File: src/rtl/hazard_flush_unit_if.sv
// Hazard/flush unit bundle.
// Carries the decode/execute-stage register addresses, execute-stage control
// bits and ALU flags into the hazard unit. It also carries the stall, flush,
// redirect and forwarding selects plus the event counters back out.
//   master : pipeline side; drives stage info, receives the controls
//   slave  : hazard unit side
interface hazard_flush_unit_if;
    logic [4:0]  Rs1D;
    logic [4:0]  Rs2D;
    logic [4:0]  Rs1E;
    logic [4:0]  Rs2E;
    logic [4:0]  RdE;
    logic        RegWriteE;
    logic        BranchE;
    logic        JumpE;
    logic [2:0]  ResultSrcE;
    logic [2:0]  funct3E;
    logic        ZeroE;
    logic        LtE;
    logic        LtuE;
    logic        StallF;
    logic        StallD;
    logic        FlushD;
    logic        FlushE;
    logic        PCSrcE;
    logic [1:0]  ForwardAE;
    logic [1:0]  ForwardBE;
    logic [15:0] StallCount;
    logic [15:0] FlushCount;

    modport master (
        output Rs1D, Rs2D, Rs1E, Rs2E, RdE, RegWriteE, BranchE, JumpE,
               ResultSrcE, funct3E, ZeroE, LtE, LtuE,
        input  StallF, StallD, FlushD, FlushE, PCSrcE, ForwardAE, ForwardBE,
               StallCount, FlushCount
    );

    modport slave (
        input  Rs1D, Rs2D, Rs1E, Rs2E, RdE, RegWriteE, BranchE, JumpE,
               ResultSrcE, funct3E, ZeroE, LtE, LtuE,
        output StallF, StallD, FlushD, FlushE, PCSrcE, ForwardAE, ForwardBE,
               StallCount, FlushCount
    );
endinterface

File: src/rtl/hazard_flush_unit.sv
// Hazard detection, branch resolution and forwarding control for a 5-stage
// pipeline.
//   clk   : rising-edge clock
//   reset : asynchronous active-high reset; clears M/W tracking and counters
//   hz    : hazard_flush_unit_if.slave
//           inputs : stage register addresses, E-stage control bits, ALU flags
//           outputs: StallF/StallD/FlushD/FlushE/PCSrcE, ForwardAE/BE,
//                    StallCount/FlushCount (saturating)
// All control outputs are combinational. The only state is the M/W
// destination tracking and the two event counters.
module hazard_flush_unit (
    input logic              clk,
    input logic              reset,
    hazard_flush_unit_if.slave hz
);

    logic        rd_m_unused;
    logic [4:0]  rd_m_q, rd_m_d;
    logic        reg_write_m_q, reg_write_m_d;
    logic [4:0]  rd_w_q, rd_w_d;
    logic        reg_write_w_q, reg_write_w_d;
    logic [15:0] stall_cnt_q, stall_cnt_d;
    logic [15:0] flush_cnt_q, flush_cnt_d;

    logic taken;
    logic pc_src;
    logic lw_stall;
    logic stall;
    logic flush_e;

    assign rd_m_unused = 1'b0;

    always_comb begin
        taken = 1'b0;
        case (hz.funct3E)
            3'b000:  taken = hz.ZeroE;
            3'b001:  taken = ~hz.ZeroE;
            3'b100:  taken = hz.LtE;
            3'b101:  taken = ~hz.LtE;
            3'b110:  taken = hz.LtuE;
            3'b111:  taken = ~hz.LtuE;
            default: taken = 1'b0;
        endcase
    end

    assign pc_src   = hz.JumpE | (hz.BranchE & taken);
    assign lw_stall = (hz.ResultSrcE == 3'b001) && (hz.RdE != 5'd0) &&
                      ((hz.RdE == hz.Rs1D) || (hz.RdE == hz.Rs2D));
    // A redirect squashes the stalled instruction, so the stall is dropped.
    assign stall    = lw_stall & ~pc_src;
    assign flush_e  = pc_src | lw_stall;

    function automatic logic [1:0] fwd_sel(input logic [4:0] rs,
                                           input logic [4:0] rd_m, input logic wr_m,
                                           input logic [4:0] rd_w, input logic wr_w);
        if (wr_m && rd_m != 5'd0 && rd_m == rs) begin
            return 2'b10;
        end else if (wr_w && rd_w != 5'd0 && rd_w == rs) begin
            return 2'b01;
        end
        return 2'b00;
    endfunction

    assign hz.StallF     = stall;
    assign hz.StallD     = stall;
    assign hz.FlushD     = pc_src;
    assign hz.FlushE     = flush_e;
    assign hz.PCSrcE     = pc_src;
    assign hz.ForwardAE  = fwd_sel(hz.Rs1E, rd_m_q, reg_write_m_q, rd_w_q, reg_write_w_q);
    assign hz.ForwardBE  = fwd_sel(hz.Rs2E, rd_m_q, reg_write_m_q, rd_w_q, reg_write_w_q);
    assign hz.StallCount = stall_cnt_q;
    assign hz.FlushCount = flush_cnt_q;

    always_comb begin
        rd_m_d        = hz.RdE;
        reg_write_m_d = hz.RegWriteE;
        // A flushed E stage holds a bubble, so nothing valid moves into M.
        if (flush_e) begin
            rd_m_d        = 5'd0;
            reg_write_m_d = 1'b0;
        end
        rd_w_d        = rd_m_q;
        reg_write_w_d = reg_write_m_q;

        stall_cnt_d = stall_cnt_q;
        if (stall && stall_cnt_q != 16'hFFFF) begin
            stall_cnt_d = stall_cnt_q + 16'd1;
        end
        flush_cnt_d = flush_cnt_q;
        if (pc_src && flush_cnt_q != 16'hFFFF) begin
            flush_cnt_d = flush_cnt_q + 16'd1;
        end
    end

    always_ff @(posedge clk or posedge reset) begin
        if (reset) begin
            rd_m_q        <= 5'd0;
            reg_write_m_q <= 1'b0;
            rd_w_q        <= 5'd0;
            reg_write_w_q <= 1'b0;
            stall_cnt_q   <= 16'd0;
            flush_cnt_q   <= 16'd0;
        end else begin
            rd_m_q        <= rd_m_d;
            reg_write_m_q <= reg_write_m_d;
            rd_w_q        <= rd_w_d;
            reg_write_w_q <= reg_write_w_d;
            stall_cnt_q   <= stall_cnt_d;
            flush_cnt_q   <= flush_cnt_d;
        end
    end

endmodule

File: src/flat_wrapper.sv
// flat-port wrapper written by rule: the top's interface ports become plain ports
module hazard_flush_unit_flat 
  (clk, reset, hz_Rs1D, hz_Rs2D, hz_Rs1E, hz_Rs2E, hz_RdE, hz_RegWriteE, hz_BranchE, hz_JumpE, hz_ResultSrcE, hz_funct3E, hz_ZeroE, hz_LtE, hz_LtuE, hz_StallF, hz_StallD, hz_FlushD, hz_FlushE, hz_PCSrcE, hz_ForwardAE, hz_ForwardBE, hz_StallCount, hz_FlushCount);
  hazard_flush_unit_if hz_i ();
  input logic clk;
  input logic reset;
  input wire logic [$bits(hz_i.Rs1D)-1:0] hz_Rs1D;
  input wire logic [$bits(hz_i.Rs2D)-1:0] hz_Rs2D;
  input wire logic [$bits(hz_i.Rs1E)-1:0] hz_Rs1E;
  input wire logic [$bits(hz_i.Rs2E)-1:0] hz_Rs2E;
  input wire logic [$bits(hz_i.RdE)-1:0] hz_RdE;
  input wire logic [$bits(hz_i.RegWriteE)-1:0] hz_RegWriteE;
  input wire logic [$bits(hz_i.BranchE)-1:0] hz_BranchE;
  input wire logic [$bits(hz_i.JumpE)-1:0] hz_JumpE;
  input wire logic [$bits(hz_i.ResultSrcE)-1:0] hz_ResultSrcE;
  input wire logic [$bits(hz_i.funct3E)-1:0] hz_funct3E;
  input wire logic [$bits(hz_i.ZeroE)-1:0] hz_ZeroE;
  input wire logic [$bits(hz_i.LtE)-1:0] hz_LtE;
  input wire logic [$bits(hz_i.LtuE)-1:0] hz_LtuE;
  output wire logic [$bits(hz_i.StallF)-1:0] hz_StallF;
  output wire logic [$bits(hz_i.StallD)-1:0] hz_StallD;
  output wire logic [$bits(hz_i.FlushD)-1:0] hz_FlushD;
  output wire logic [$bits(hz_i.FlushE)-1:0] hz_FlushE;
  output wire logic [$bits(hz_i.PCSrcE)-1:0] hz_PCSrcE;
  output wire logic [$bits(hz_i.ForwardAE)-1:0] hz_ForwardAE;
  output wire logic [$bits(hz_i.ForwardBE)-1:0] hz_ForwardBE;
  output wire logic [$bits(hz_i.StallCount)-1:0] hz_StallCount;
  output wire logic [$bits(hz_i.FlushCount)-1:0] hz_FlushCount;
  assign hz_i.Rs1D = hz_Rs1D;
  assign hz_i.Rs2D = hz_Rs2D;
  assign hz_i.Rs1E = hz_Rs1E;
  assign hz_i.Rs2E = hz_Rs2E;
  assign hz_i.RdE = hz_RdE;
  assign hz_i.RegWriteE = hz_RegWriteE;
  assign hz_i.BranchE = hz_BranchE;
  assign hz_i.JumpE = hz_JumpE;
  assign hz_i.ResultSrcE = hz_ResultSrcE;
  assign hz_i.funct3E = hz_funct3E;
  assign hz_i.ZeroE = hz_ZeroE;
  assign hz_i.LtE = hz_LtE;
  assign hz_i.LtuE = hz_LtuE;
  assign hz_StallF = hz_i.StallF;
  assign hz_StallD = hz_i.StallD;
  assign hz_FlushD = hz_i.FlushD;
  assign hz_FlushE = hz_i.FlushE;
  assign hz_PCSrcE = hz_i.PCSrcE;
  assign hz_ForwardAE = hz_i.ForwardAE;
  assign hz_ForwardBE = hz_i.ForwardBE;
  assign hz_StallCount = hz_i.StallCount;
  assign hz_FlushCount = hz_i.FlushCount;
  hazard_flush_unit u_core (.clk(clk), .reset(reset), .hz(hz_i));
endmodule
File: config.mk
export PLATFORM = sky130hd
export DESIGN_NAME = hazard_flush_unit_flat
export DESIGN_NICKNAME = d
export VERILOG_FILES = /design/src/rtl/hazard_flush_unit_if.sv /design/src/rtl/hazard_flush_unit.sv /design/src/flat_wrapper.sv
export SDC_FILE = /design/constraint.sdc
export NUM_CORES = 1
export LEC_CHECK = 0
export CAP_MARGIN = 0
export CORE_MARGIN = 5
export CORE_UTILIZATION = 49
export CTS_BUF_LIST = sky130_fd_sc_hd__clkbuf_2 sky130_fd_sc_hd__clkbuf_4 sky130_fd_sc_hd__clkbuf_8
export DETAILED_ROUTE_END_ITERATION = 10
export GPL_ROUTABILITY_DRIVEN = 1
export PLACE_DENSITY_LB_ADDON = 0.1
export RECOVER_POWER = 100
export REMOVE_ABC_BUFFERS = 1
export SLEW_MARGIN = 10
export SYNTH_ARGS = -nofsm -noshare
export SYNTH_HDL_FRONTEND = slang
export SYNTH_SLANG_ARGS = --single-unit
File: constraint.sdc
create_clock -name clk -period 2.36 [get_ports clk]
set_clock_uncertainty 0.1 [all_clocks]
set_input_delay 0.236 -clock clk [delete_from_list [all_inputs] [get_ports clk]]
set_output_delay 0.236 -clock clk [all_outputs]
set_load 0.02 [all_outputs]
Yosys cells after proc, flatten, opt, wreduce, memory -nomap -nowiden
Cells that the tools add are included.
{"block": "totals", "reg_bits": 44}
{"block": "classes", "bitwise": 8, "eq_ne": 14, "n_reduce_logical": 15, "muxes": 13, "n_addsub": 2}
{"cell": "16-bit by 1-bit adder with 16-bit output (second input constant)", "n": 2}
{"cell": "16-bit inequality test (second input constant)", "n": 2}
{"cell": "5-bit equality test", "n": 6}
{"cell": "5-bit nonzero test", "n": 3}
{"cell": "3-bit equality test (second input constant)", "n": 4}
{"cell": "2-bit two-way mux", "n": 6}
{"cell": "1-bit logical AND", "n": 10}
{"cell": "3-bit by 1-bit equality test with 1-bit output (second input constant)", "n": 2}
{"cell": "1-bit case mux with 6 select lines", "n": 1}
{"cell": "1-bit two-way mux", "n": 5}
{"cell": "5-bit two-way mux", "n": 1}
{"cell": "1-bit inverter", "n": 4}
{"cell": "3-bit zero test", "n": 1}
{"cell": "1-bit bitwise AND", "n": 2}
{"cell": "1-bit OR", "n": 2}
{"cell": "1-bit logical OR", "n": 1}

Logic depth before layout (Yosys ltp)
Gate-level depths: netlist of run 1.
{"block": "logic_depth", "ltp_word": 7, "mapped_depth": 7, "ltp_nobuf": 6}

Least setup slack after synthesis of run 1
Ideal clock, no wire load.
{"block": "synth_timing", "path_type": "register -> output", "start": "register u_core.rd_m_q[0]", "end": "output hz_ForwardAE[0]", "n_path_buf": 0, "stages_incl_launch_ff": 5, "required_time_ps": 2024, "path_slack_ps": 7, "arrival_ps": 2017, "path_cell_list": "dfrtp_1 or4_1 o21ai_0 nor4_1 nor4_1"}
{"block": "synth_between", "elab_chain_len": 5, "elab_cells_between_ends": 7, "cone_classes": "1 x eq/ne; 3 x mux; 3 x reduce/logical"}
{"item": "start, declared", "line_no": "hazard_flush_unit.sv:18", "source": "logic [4:0] rd_m_q, rd_m_d;"}
{"item": "start signal, assigned", "line_no": "hazard_flush_unit.sv:104", "source": "rd_m_q <= rd_m_d;"}
{"item": "5-bit nonzero test", "line_no": "hazard_flush_unit.sv:56", "source": "if (wr_m && rd_m != 5'd0 && rd_m == rs) begin"}
{"item": "1-bit logical AND", "line_no": "hazard_flush_unit.sv:56"}
{"item": "1-bit logical AND *", "line_no": "hazard_flush_unit.sv:56"}
{"item": "2-bit two-way mux or 1-bit two-way mux (tied branches)", "line_no": "hazard_flush_unit.sv:56"}
{"item": "2-bit two-way mux *", "line_no": "hazard_flush_unit.sv:61", "source": "return 2'b00;"}
{"item": "end, declared", "line_no": "flat_wrapper.sv:25", "source": "output wire logic [$bits(hz_i.ForwardAE)-1:0] hz_ForwardAE;"}
Mark *: on every way between the ends. The rest lies on a longest branch, timed or not.

Worst setup path in the final report of run 1
{"block": "layout_timing", "start": "input hz_RdE[4]", "end": "output hz_StallD"}
{"block": "layout_between", "elab_chain_len": 4, "elab_cells_between_ends": 7, "cone_classes": "2 x eq/ne; 1 x bitwise; 4 x reduce/logical"}
{"item": "start, declared", "line_no": "flat_wrapper.sv:11", "source": "input wire logic [$bits(hz_i.RdE)-1:0] hz_RdE;"}
{"item": "5-bit equality test or 5-bit nonzero test (tied branches)", "line_no": "hazard_flush_unit.sv:48, hazard_flush_unit.sv:47"}
{"item": "1-bit logical OR or 1-bit logical AND (tied branches)", "line_no": "hazard_flush_unit.sv:48, hazard_flush_unit.sv:47"}
{"item": "1-bit logical AND *", "line_no": "hazard_flush_unit.sv:47", "source": "assign lw_stall = (hz.ResultSrcE == 3'b001) && (hz.RdE != 5'd0) &&"}
{"item": "1-bit bitwise AND *", "line_no": "hazard_flush_unit.sv:50", "source": "assign stall = lw_stall & ~pc_src;"}
{"item": "end, declared", "line_no": "flat_wrapper.sv:21", "source": "output wire logic [$bits(hz_i.StallD)-1:0] hz_StallD;"}
Marks and branches as above.

==> summary.md, run 1 <==
| Metric | Value |
|---|---|
| Run status | complete, no violations |
| #FFs+latches synth | between 40 and 50 |
| Tightest Pin Transition | 1.06 ns |
| Area of the mapped netlist | roughly 2600 um^2 |
| Layout overhead on the synthesized area | 49.0% |
| Worst path top cell family by delay | buffers and inverters |
| I/O Pins | 80 |
| Slew Viols, Final | 0 |
| R2R setup slack | around 0.17 ns |
| Top-count cell post-synth | dfrtp_1 |
| Synth Flop Type | dfrtp_1 |
| Post-synth EDFFs | 0 |
| DRC | 0 |
| Final ANT Viol Nets | 0 |
| Synth Area in Compound Gates | 0.107 |
| Critical-path top delay cell | clkdlybuf4s50_1 |
| Fmax | 434 MHz |
| Routed via count | between 2000 and 2500 |
| Largest family of logic cells by synthesized area | simple AND/OR/NAND/NOR gates |
| H-tree depth | 2 |
| Tot Pwr | approximately 0.0022 W |
| Utilization after layout | 0.754 |
| Most frequent cells after synthesis | dfrtp_1, xor2_1, xnor2_1 |
| Worst min path class | input pin to register |
| FFs w/ async S/R, synth | 1.00 |
| RR Startpoint | u_core.hz.StallCount[0] |
| Share of layout cells above drive strength 1 | 0.218 |
| Seq/Total Area, Yosys | 0.423 |
| XOR/XNOR share of the synthesized area | 0.202 |
| Cts-stage hold buffer count | 0 |
| CP max stage delay | approximately 0.49 ns |
| GRT Util Overall | 0.200 |
| CP Launch Point | hz_RdE[4] |
| DR pass1 iterations | 4 |
| IO Port Bufs | 79 |
| Post-synth cell types | 39 |
| Area leader, netlist | dfrtp_1 |
| Worst slew margin | 0.294 |
| Pin count of the biggest net entering global routing | between 40 and 50 |
| Adder-cell share of the synthesized area | 0.00962 |
| Initial antenna violation count | 0 |
| Rows | 26 |
| Filler instances | ~380 |
| FF-to-FF End | u_core.hz.StallCount[6] |
| Syn. warnings | 0 |
| Final WL | ~6.7 mm |
| Synth Area in Simple Gates | 0.205 |
| Reg2reg path depth | 7 |
| Max-cap violations | 0 |
| Critical Path Fanout Max | 3 |
| Drt first-iter violations | 81 |
| Remaining global-route overflow | 0 |
| Core box area | ~5100 um^2 |
| PwrDens | 559 nW/um^2 |
| Syn avg cell area | ~11 um^2 |
| Tcrit/Tclk final | 0.975 |
| Buf/Inv on CP | 3 |
| Worst Setup Path Type | input pin to primary output |
| CTS Buffer Depth | 2 |
| Clock Latency Late Sink | between 0.2 and 0.3 ns |
| Die width | slightly above 80 um |
| Critical path cell sequence | clkdlybuf4s50_1 > xnor2_2 > nand4_1 > o32ai_1 > buf_4 > and3_1 > clkdlybuf4s15_2 |
| WL per Instance | approximately 16 um |
| Full die area | between 6000 and 7000 um^2 |
| First-pass GRT wire length | around 12 mm |
| CTS Sinks | 44 |
| Setup crit end kind | primary output |
| Required @ worst endpoint | about 2.0 ns |
| Tmin final | 2.30 ns |
| Crit path to | hz_StallD |
| Mux contribution to synthesized area | 0.0212 |
| Leak Pwr | around 1.8 nW |
| Vias per cell | 5.32 |
| Die height | between 80 and 90 um |
| Final hold vios | 0 |
| # setup viols final | 0 |
| TritonCTS clock tree | done |
| Arr. time, crit path | 1.97 ns |
| Reg clk slew, reported paths | 0.07 ns |
| Number of global-route vias before repair | approximately 2400 |
| Nets | ~400 |
| Starting Density | 0.506 |
| Ant diodes | 0 |
| Synth top area share | 0.423 |
| Top cells by area, synth | dfrtp_1, xor2_1, xnor2_1 |
| CTS buffer count | 5 |
| Post-Synthesis Cells | 234 |
| Startpoint Class | input pin |
| Detailed placer's ending HPWL | 5.21 mm |
| GPL Wtd Cong | 0.859 |
| Peak VDD IR | ~0.7 mV |
| Critical Path Stages | 7 |
| Clock root cell | clkbuf_8 |
==> kinds of logic (layout without fill, tap and decap cells) <==
family / after synthesis / in the layout
simple gates: 86 / 86
xor+xnor: 60 / 60
flops: 44 / 44
compound gates: 22 / 22
buf+inv: 15 / 138
mux: 5 / 5
fa+ha+maj: 2 / 2
==> metal layers <==
metal  up-vias  part of all wire  track usage
met1      1095              0.42        0.240
met5         -                 0            0
li1       1108                 -            -
met2        63              0.54        0.360
met3         4             0.040       0.0426
met4         0            0.0057       0.0520
==> flip-flops by register name, indices dropped and copies added, names as in the netlist <==
| name | count |
|---|---|
| u_core.hz.StallCount | 16 |
| u_core.reg_write_m_q | 1 |
| u_core.hz.FlushCount | 16 |
| u_core.reg_write_w_q | 1 |
| u_core.rd_w_q | 5 |
| u_core.rd_m_q | 5 |
==> through the flow <==
stage | setup TNS (ns) | std cells | area [um^2] | hold WS [ns] | setup slack [ns]
floorplan | -0.414 | 226 | 2550 | 0.248 | -0.179
finish | 0 | 427 | 3880 | 0.249 | 0.0580
global placement | -2.98 | 417 | 3740 | 0.253 | -0.244
global route | -0.0226 | 427 | 3880 | 0.244 | -0.0153
detailed placement | -4.37 | 417 | 3740 | 0.261 | -0.352
CTS | 0 | 425 | 3850 | 0.263 | 0.00755
==> power breakdown <==
group / switching [W] / internal (W) / total (W)
logic: 0.000313 / 0.000324 / 0.000638
registers: 0.000115 / 0.000844 / 0.000959
clock network: 0.000244 / 0.000326 / 0.000570
total: 0.000672 / 0.00149 / 0.00217
==> layout make-up <==
class	instances	area, um^2	area share
clock buffers	6	76.3	0.0197
clock inverters	2	35.0	0.00904
inverters	7	26.3	0.00678
multi-input cells	175	1460	0.377
flip-flops and latches	44	1100	0.284
well taps	70	87.6	0.0226
repair buffers	123	1090	0.281
==> placed cells by master (no fill, tap or decap), types with 2 or more instances in the layout <==
master / count
clkbuf_2: 2
buf_4: 35
nor4_1: 5
dfrtp_1: 44
and2_1: 3
a2111oi_1: 3
a2111oi_2: 10
and3_1: 6
nand3_1: 19
clkbuf_8: 5
xor2_1: 37
xnor2_2: 4
o21ai_0: 2
xnor2_1: 19
nand4_1: 11
and2_0: 5
clkdlybuf4s15_2: 3
nor4b_1: 3
nor3b_1: 2
mux2_2: 4
nor4_2: 2
inv_1: 6
nor3_1: 3
ha_1: 2
nand2_1: 9
clkbuf_1: 8
dlygate4sd3_1: 33
clkdlybuf4s50_1: 34
and4_1: 3
or4_1: 3
dlygate4sd2_1: 4
dlymetal6s2s_1: 3
nor2_1: 5
==> timing repair <==
item	CTS	global route
buffers inserted	0	2
setup endpoints to repair	9	9
gates resized for setup	24	17
gates cloned	0	0
pin swaps	0	4
==> how the worst min path moves through the flow <==
stage                              start              endpoint  slack, ns  cells after the start
floorplan           u_core.reg_write_m_q  u_core.reg_write_w_q       0.25                      0
global placement    u_core.reg_write_m_q  u_core.reg_write_w_q       0.25                      0
detailed placement  u_core.reg_write_m_q  u_core.reg_write_w_q       0.26                      0
CTS                 u_core.reg_write_m_q  u_core.reg_write_w_q       0.26                      0
global route                   hz_RdE[1]      u_core.rd_m_q[1]       0.24                      2
finish                         hz_RdE[1]      u_core.rd_m_q[1]       0.25                      2
(Power assumes the default switching activity.)
==> run 2, diff against run 1 <==
- CORE_ASPECT_RATIO: unset -> 1.4
- SETUP_SLACK_MARGIN: unset -> 0.4
==> summary.md, run 2 (synthesized netlist as in run 1, its figures left out) <==
| Metric | Value |
|---|---|
| Buf/Inv on CP | 2 (was 3) |
| Remaining global-route overflow | 0 (unchanged) |
| DRC | 0 (unchanged) |
| R2R setup slack | 0.17 ns (about the same) |
| Nets | 433 (was 397) |
| Number of global-route vias before repair | 2600 (was 2397) |
| Commonest non-fill, non-tap cells in the layout | buf_4, dfrtp_1, xor2_1 (was dfrtp_1, xor2_1, buf_4) |
| Drt first-iter violations | 180 (was 81) |
| CP Launch Point | hz_Rs2D[1] (was hz_RdE[4]) |
| Critical-path top delay cell | a2111oi_1 (was clkdlybuf4s50_1) |
| GPL Wtd Cong | 0.903 (was 0.859) |
| Clock root cell | clkbuf_8 (unchanged) |
| Final worst setup slack | 0.0826 ns (was 0.0580 ns) |
| Peak VDD IR | 0.711 mV (was 0.704 mV) |
| Core box area | 5160 um^2 (was 5140 um^2) |
| CTS Buffer Depth | 2 (unchanged) |
| Initial antenna violation count | 0 (unchanged) |
| Die width | 71.6 um (was 82.9 um) |
| Commonest non-fill, non-tap cell in the layout | buf_4 (was dfrtp_1) |
| Pre-CTS WS | -0.345 ns (was -0.352 ns) |
| Tightest Pin Transition | 1.11 ns (was 1.06 ns) |
| Critical Path Stages | 7 (unchanged) |
| Crit path to | u_core.hz.StallCount[11] (was hz_StallD) |
| RSZ-0062 raised after global routing | true |
| Required @ worst endpoint | 2.42 ns (was 2.02 ns) |
| Flop pwr share | 0.422 (was 0.443) |
| First-pass GRT wire length | 12.5 mm (was 11.5 mm) |
| Tcrit/Tclk final | 0.965 (was 0.975) |
| Reg2reg path depth | 6 (was 7) |
| CTS buffer count | 5 (unchanged) |
| Detailed placer's ending HPWL | 5.23 mm (was 5.21 mm) |
| Critical path cell sequence | dlygate4sd2_1 > xnor2_1 > nand4_1 > or3b_1 > clkbuf_2 > a2111oi_1 > xor2_1 (was clkdlybuf4s50_1 > xnor2_2 > nand4_1 > o32ai_1 > buf_4 > and3_1 > clkdlybuf4s15_2) |
| Reg clk slew, reported paths | 0.11 ns (was 0.07 ns) |
| Final hold vios | 0 (unchanged) |
| Cts-stage hold buffer count | 0 (unchanged) |
| Tmin final | 2.28 ns (was 2.30 ns) |
| Critical Path Fanout Max | 8 (was 3) |
| Hold_ws | 0.223 ns (was 0.249 ns) |
| Die height | 96.2 um (was 82.9 um) |
| Slew Viols, Final | 0 (unchanged) |
| Rows | 31 (was 26) |
| Starting Density | 0.504 (was 0.506) |
| WL per Instance | 21.1 um (was 15.7 um) |
| CP max stage delay | 0.62 ns (was 0.49 ns) |
| Share of layout cells above drive strength 1 | 0.328 (was 0.218) |
| IO Port Bufs | 79 (unchanged) |
| Switching Share | 0.348 (was 0.310) |
| Worst path top cell family by delay | simple AND/OR/NAND/NOR gates (was buffers and inverters) |
| Layout overhead on the synthesized area | 63.8% (was 49.0%) |
| GRT Util Overall | 0.237 (was 0.200) |
| Worst slew margin | 0.258 (was 0.294) |
| Setup crit end kind | register (was primary output) |
| Vias per cell | 5.73 (was 5.32) |
| Worst min path class | input pin to register (unchanged) |
| # setup viols final | 0 (unchanged) |
| Run status | complete, no violations (unchanged) |
| Fmax | 439 MHz (was 434 MHz) |
| RR Startpoint | u_core.hz.StallCount[7] (was u_core.hz.StallCount[0]) |
| Worst Setup Path Type | input pin to register (was input pin to primary output) |
| Clock power share | 0.228 (was 0.263) |
| Final WL | 9.69 mm (was 6.71 mm) |
| NetSw | 0.000795 W (was 0.000672 W) |
| Full die area | 6890 um^2 (was 6870 um^2) |
| Arr. time, crit path | 2.34 ns (was 1.97 ns) |
| Pin count of the biggest net entering global routing | 45 (unchanged) |
| DR pass1 iterations | 7 (was 4) |
| PwrDens | 536 nW/um^2 (was 559 nW/um^2) |
| I/O Pins | 80 (unchanged) |
| Final ANT Viol Nets | 0 (unchanged) |
| Max-cap violations | 0 (unchanged) |
| Startpoint Class | input pin (unchanged) |
| Ant diodes | 0 (unchanged) |
| CTS Sinks | 44 (unchanged) |
| Routed via count | 2630 (was 2270) |
| Clock Latency Late Sink | 0.32 ns (was 0.29 ns) |
| H-tree depth | 2 (unchanged) |
| Int Power | 0.00149 W (about the same) |
| FF-to-FF End | u_core.hz.StallCount[13] (was u_core.hz.StallCount[6]) |
| Leak Pwr | 1.99 nW (was 1.79 nW) |
| TritonCTS clock tree | done (unchanged) |
| Combinational power share | 0.349 (was 0.294) |
-- run 2: changes by cell type in the layout (fill, tap and decap cells not counted), sizes merged --
cell / previous run / this run
bufinv: 1 / 0
dlygate4sd2: 4 / 10
dlygate4sd3: 33 / 21
clkdlybuf4s15: 3 / 5
clkbuf: 16 / 25
clkdlybuf4s25: 0 / 2
clkdlybuf4s50: 34 / 25
buf: 36 / 74
clkinv: 1 / 2
-- run 2: per-layer routing --
metal	GRT usage	wire length [um]	share of wire
met3	0.0408	404	0.042
met5	0	0	0
met2	0.433	5370	0.55
met1	0.261	3570	0.37
met4	0.119	335	0.035
-- run 2: layout make-up --
type                    instances  area [um^2]
clock buffers                   6         82.6
clock inverters                 2         10.0
fillers                       297          895
inverters                       7         28.8
multi-input cells             175         1580
flip-flops and latches         44         1100
well taps                      66         82.6
repair buffers                159         1380
-- run 2: how the worst min path moves through the flow --
stage,start,endpoint,cells past startpoint
after floorplan,u_core.reg_write_m_q,u_core.reg_write_w_q,0
after global placement,u_core.reg_write_m_q,u_core.reg_write_w_q,0
after detailed placement,u_core.reg_write_m_q,u_core.reg_write_w_q,0
after CTS,reset,u_core.hz.StallCount[11],3
after global routing,hz_RdE[4],u_core.rd_m_q[4],3
final,hz_RdE[4],u_core.rd_m_q[4],3
-- run 2: timing repair --
item	CTS	global route
setup endpoints to repair	28	32
buffers inserted	19	16
cloned	1	0
pin swaps	34	39
resized for setup	114	58
-- run 2: through the flow --
stage | setup TNS (ns) | instance area (um^2) | power, W | utilization | std cells
finish | 0 | 4260 | 0.00228 | 0.827 | 459
global route | 0 | 4260 | 0.00238 | 0.827 | 459
CTS | 0 | 4200 | 0.00221 | 0.813 | 443
detailed placement | -4.44 | 3760 | 0.00167 | 0.729 | 415
global placement | -3.64 | 3760 | 0.00165 | 0.729 | 415
floorplan | -0.414 | 2550 | 0.00129 | - | 226
-- run 2: power groups by stage --
stage	combinational [W]	sequential, W	clock (W)
floorplan	0.000235	0.00105	0
global placement	0.000682	0.000971	0
detailed placement	0.000693	0.000975	0
CTS	0.000744	0.000961	0.000501
global route	0.000853	0.000978	0.000549
finish	0.000798	0.000965	0.000522
-- run 2: worst min-delay path: stages --
cell	delay, ns
clkbuf_2	0.12
buf_6	0.13
and2_1	0.12
==> run 3, diff against run 2 <==
- CORE_MARGIN: 5 -> 2
==> summary.md, run 3 (synthesized netlist as in run 1, its figures left out) <==
| Metric | Value |
|---|---|
| WHS Endpoint | u_core.rd_m_q[0] (was u_core.rd_m_q[4]) |
| Remaining global-route overflow | 0 (unchanged) |
| Flop pwr share | 0.421 (was 0.422) |
| Number of global-route vias before repair | 2671 (was 2600) |
| DR pass1 iterations | 4 (was 7) |
| Critical-path top delay cell | dfrtp_1 (was a2111oi_1) |
| Min-delay src | hz_RdE[0] (was hz_RdE[4]) |
| Slew Viols, Final | 0 (unchanged) |
| Die height | 90.2 um (was 96.2 um) |
| CTS buffer count | 5 (unchanged) |
| Tmin final | 2.25 ns (was 2.28 ns) |
| DP Cell Count | 418 (was 415) |
| Reg clk slew, reported paths | 0.09 ns (was 0.11 ns) |
| Die width | 65.6 um (was 71.6 um) |
| Tot Pwr | 0.00229 W (was 0.00228 W) |
| Pin count of the biggest net entering global routing | 45 (unchanged) |
| Combinational power share | 0.310 (was 0.349) |
| Final setup TNS | 0 ns (unchanged) |
| Arr. time, crit path | 2.34 ns (about the same) |
| Commonest non-fill, non-tap cells in the layout | buf_4, dfrtp_1, xor2_1 (unchanged) |
| Run status | complete, no violations (unchanged) |
| Routed via count | 2595 (was 2630) |
| Fmax | 444 MHz (was 439 MHz) |
| Drt first-iter violations | 160 (was 180) |
| Starting Density | 0.504 (unchanged) |
| Ant diodes | 0 (unchanged) |
| CTS Buffer Depth | 2 (unchanged) |
| Highest metal used | met4 (unchanged) |
| Initial antenna violation count | 0 (unchanged) |
| Met3 routed WL | 470 um (was 404 um) |
| Final ANT Viol Nets | 0 (unchanged) |
| Int Power | 0.00154 W (was 0.00149 W) |
| CP max stage delay | 0.38 ns (was 0.62 ns) |
| Nets | 434 (was 433) |
| NetSw | 0.000749 W (was 0.000795 W) |
| Tcrit/Tclk final | 0.954 (was 0.965) |
| Clock Latency Late Sink | 0.31 ns (was 0.32 ns) |
| Core box area | 5160 um^2 (unchanged) |
| Reg2reg path depth | 10 (was 6) |
| Hold path cells | 2 (was 3) |
| Required @ worst endpoint | 2.44 ns (was 2.42 ns) |
| Tightest Pin Transition | 1.12 ns (was 1.11 ns) |
| Share of layout cells above drive strength 1 | 0.348 (was 0.328) |
| WL met1 | 3.43 mm (was 3.57 mm) |
| Max-cap violations | 0 (unchanged) |
| Final WL | 9.17 mm (was 9.69 mm) |
| First-pass GRT wire length | 12.8 mm (was 12.5 mm) |
| Clock root cell | clkbuf_8 (unchanged) |
| Leak Pwr | 2.02 nW (was 1.99 nW) |
| FF+latch area | 1100 um^2 (about the same) |
| Final Non-Filler Cells | 460 (was 459) |
| Clock power share | 0.269 (was 0.228) |
| FF-to-FF End | u_core.hz.StallCount[10] (was u_core.hz.StallCount[13]) |
| Worst min path class | input pin to register (unchanged) |
| Final hold vios | 0 (unchanged) |
| Peak VDD IR | 0.661 mV (was 0.711 mV) |
| Layout overhead on the synthesized area | 66.0% (was 63.8%) |
| Detailed placer's ending HPWL | 5.10 mm (was 5.23 mm) |
| CTS Sinks | 44 (unchanged) |
| Switching Share | 0.326 (was 0.348) |
| Commonest non-fill, non-tap cell in the layout | buf_4 (unchanged) |
| H-tree depth | 2 (unchanged) |
| Full die area | 5920 um^2 (was 6890 um^2) |
| Startpoint Class | register (was input pin) |
| DRC | 0 (unchanged) |
| Critical Path Fanout Max | 5 (was 8) |
| Worst Setup Path Type | register to register (was input pin to register) |
| IO Port Bufs | 79 (unchanged) |
| GRT Util Overall | 0.279 (was 0.237) |
| Filler instances | 313 (was 297) |
| Final worst setup slack | 0.108 ns (was 0.0826 ns) |
| Footprint of the multi-input gates | 1620 um^2 (was 1580 um^2) |
| GPL Wtd Cong | 0.830 (was 0.903) |
| I/O Pins | 80 (unchanged) |
| WL per Instance | 19.9 um (was 21.1 um) |
| Worst slew margin | 0.252 (was 0.258) |
| PwrDens | 531 nW/um^2 (was 536 nW/um^2) |
| # setup viols final | 0 (unchanged) |
| TritonCTS clock tree | done (unchanged) |
| Rows | 31 (unchanged) |
| Utilization after layout | 0.837 (was 0.827) |
| R2R setup slack | 0.11 ns (was 0.17 ns) |
| DR WL met2 | 4.94 mm (was 5.37 mm) |
| Pre-CTS WS | -0.345 ns (about the same) |
| Critical path cell sequence | ha_2 > and3_4 > nand3_4 > nor4_1 > clkbuf_1 > buf_12 > buf_4 > buf_6 > a2111oi_4 > xor2_1 (was dlygate4sd2_1 > xnor2_1 > nand4_1 > or3b_1 > clkbuf_2 > a2111oi_1 > xor2_1) |
| Vias per cell | 5.64 (was 5.73) |
| RSZ-0062 raised after global routing | true (unchanged) |
| RR Startpoint | u_core.hz.StallCount[0] (was u_core.hz.StallCount[7]) |
| Setup crit end kind | register (unchanged) |
==> run 3: cell types whose count changed in the layout (fill, tap and decap cells not counted), moves of 3 or more <==
cell / before / now
xnor2_2: 4 / 11
dlygate4sd2_1: 10 / 7
nor4_1: 4 / 7
dlygate4sd3_1: 21 / 33
clkbuf_1: 8 / 15
clkdlybuf4s50_1: 25 / 12
buf_12: 3 / 6
xnor2_1: 18 / 12
==> run 3: stage by stage <==
stage / hold WS, ns / instance area (um^2)
finish: 0.106 / 4320
global route: 0.117 / 4320
CTS: 0.229 / 4300
detailed placement: 0.256 / 3810
global placement: 0.253 / 3810
floorplan: 0.248 / 2550
==> run 3: worst max path at each step <==
stage	endpoint	from	slack, ns
floorplan	u_core.hz.StallCount[1]	u_core.hz.StallCount[0]	-0.18
global placement	hz_StallD	hz_RdE[2]	-0.30
detailed placement	hz_StallD	hz_RdE[4]	-0.35
CTS	hz_ForwardBE[0]	u_core.rd_w_q[0]	0.15
global route	u_core.hz.StallCount[10]	u_core.hz.StallCount[0]	0.04
finish	u_core.hz.StallCount[10]	u_core.hz.StallCount[0]	0.11
==> run 3: layer usage <==
| layer | up-vias | GRT usage |
|---|---|---|
| met2 | 108 | 0.509 |
| met5 | - | 0 |
| met3 | 31 | 0.0651 |
| li1 | 1171 | - |
| met4 | 0 | 0.108 |
| met1 | 1285 | 0.300 |
==> run 3: cell type report <==
cell class | instances | share of cell area
tap | 66 | 0.0191
clock inverter | 2 | 0.00898
clock buffer | 6 | 0.0191
sequential | 44 | 0.255
timing repair buffer | 160 | 0.317
multi-input combinational | 175 | 0.374
inverter | 7 | 0.00666
==> run 3: worst max-delay path, delay by kind of cell, from the launching register on <==
family / cells / cell delay, ns
compound gates: 1 / 0.03
simple gates: 3 / 0.66
flops: 1 / 0.38
fa+ha+maj: 1 / 0.23
xor+xnor: 1 / 0.15
buf+inv: 4 / 0.57
==> run 3: repair_timing <==
action / 4_1_cts / 5_1_grt
gates cloned: 1 / 0
gates resized for setup: 108 / 66
pin swaps: 33 / 28
hold endpoints to repair: 0 / 0
hold buffers: 0 / 0
setup endpoints to repair: 26 / 27
setup buffers: 22 / 11
==> run 3: power groups by stage <==
| stage | sequential, W | combinational, W | clock [W] |
|---|---|---|---|
| final | 0.000965 | 0.000711 | 0.000618 |
| after detailed placement | 0.000972 | 0.000693 | 0 |
| after global placement | 0.000967 | 0.000679 | 0 |
| after floorplan | 0.00105 | 0.000235 | 0 |
| after CTS | 0.000962 | 0.000730 | 0.000624 |
| after global routing | 0.000979 | 0.000757 | 0.000655 |
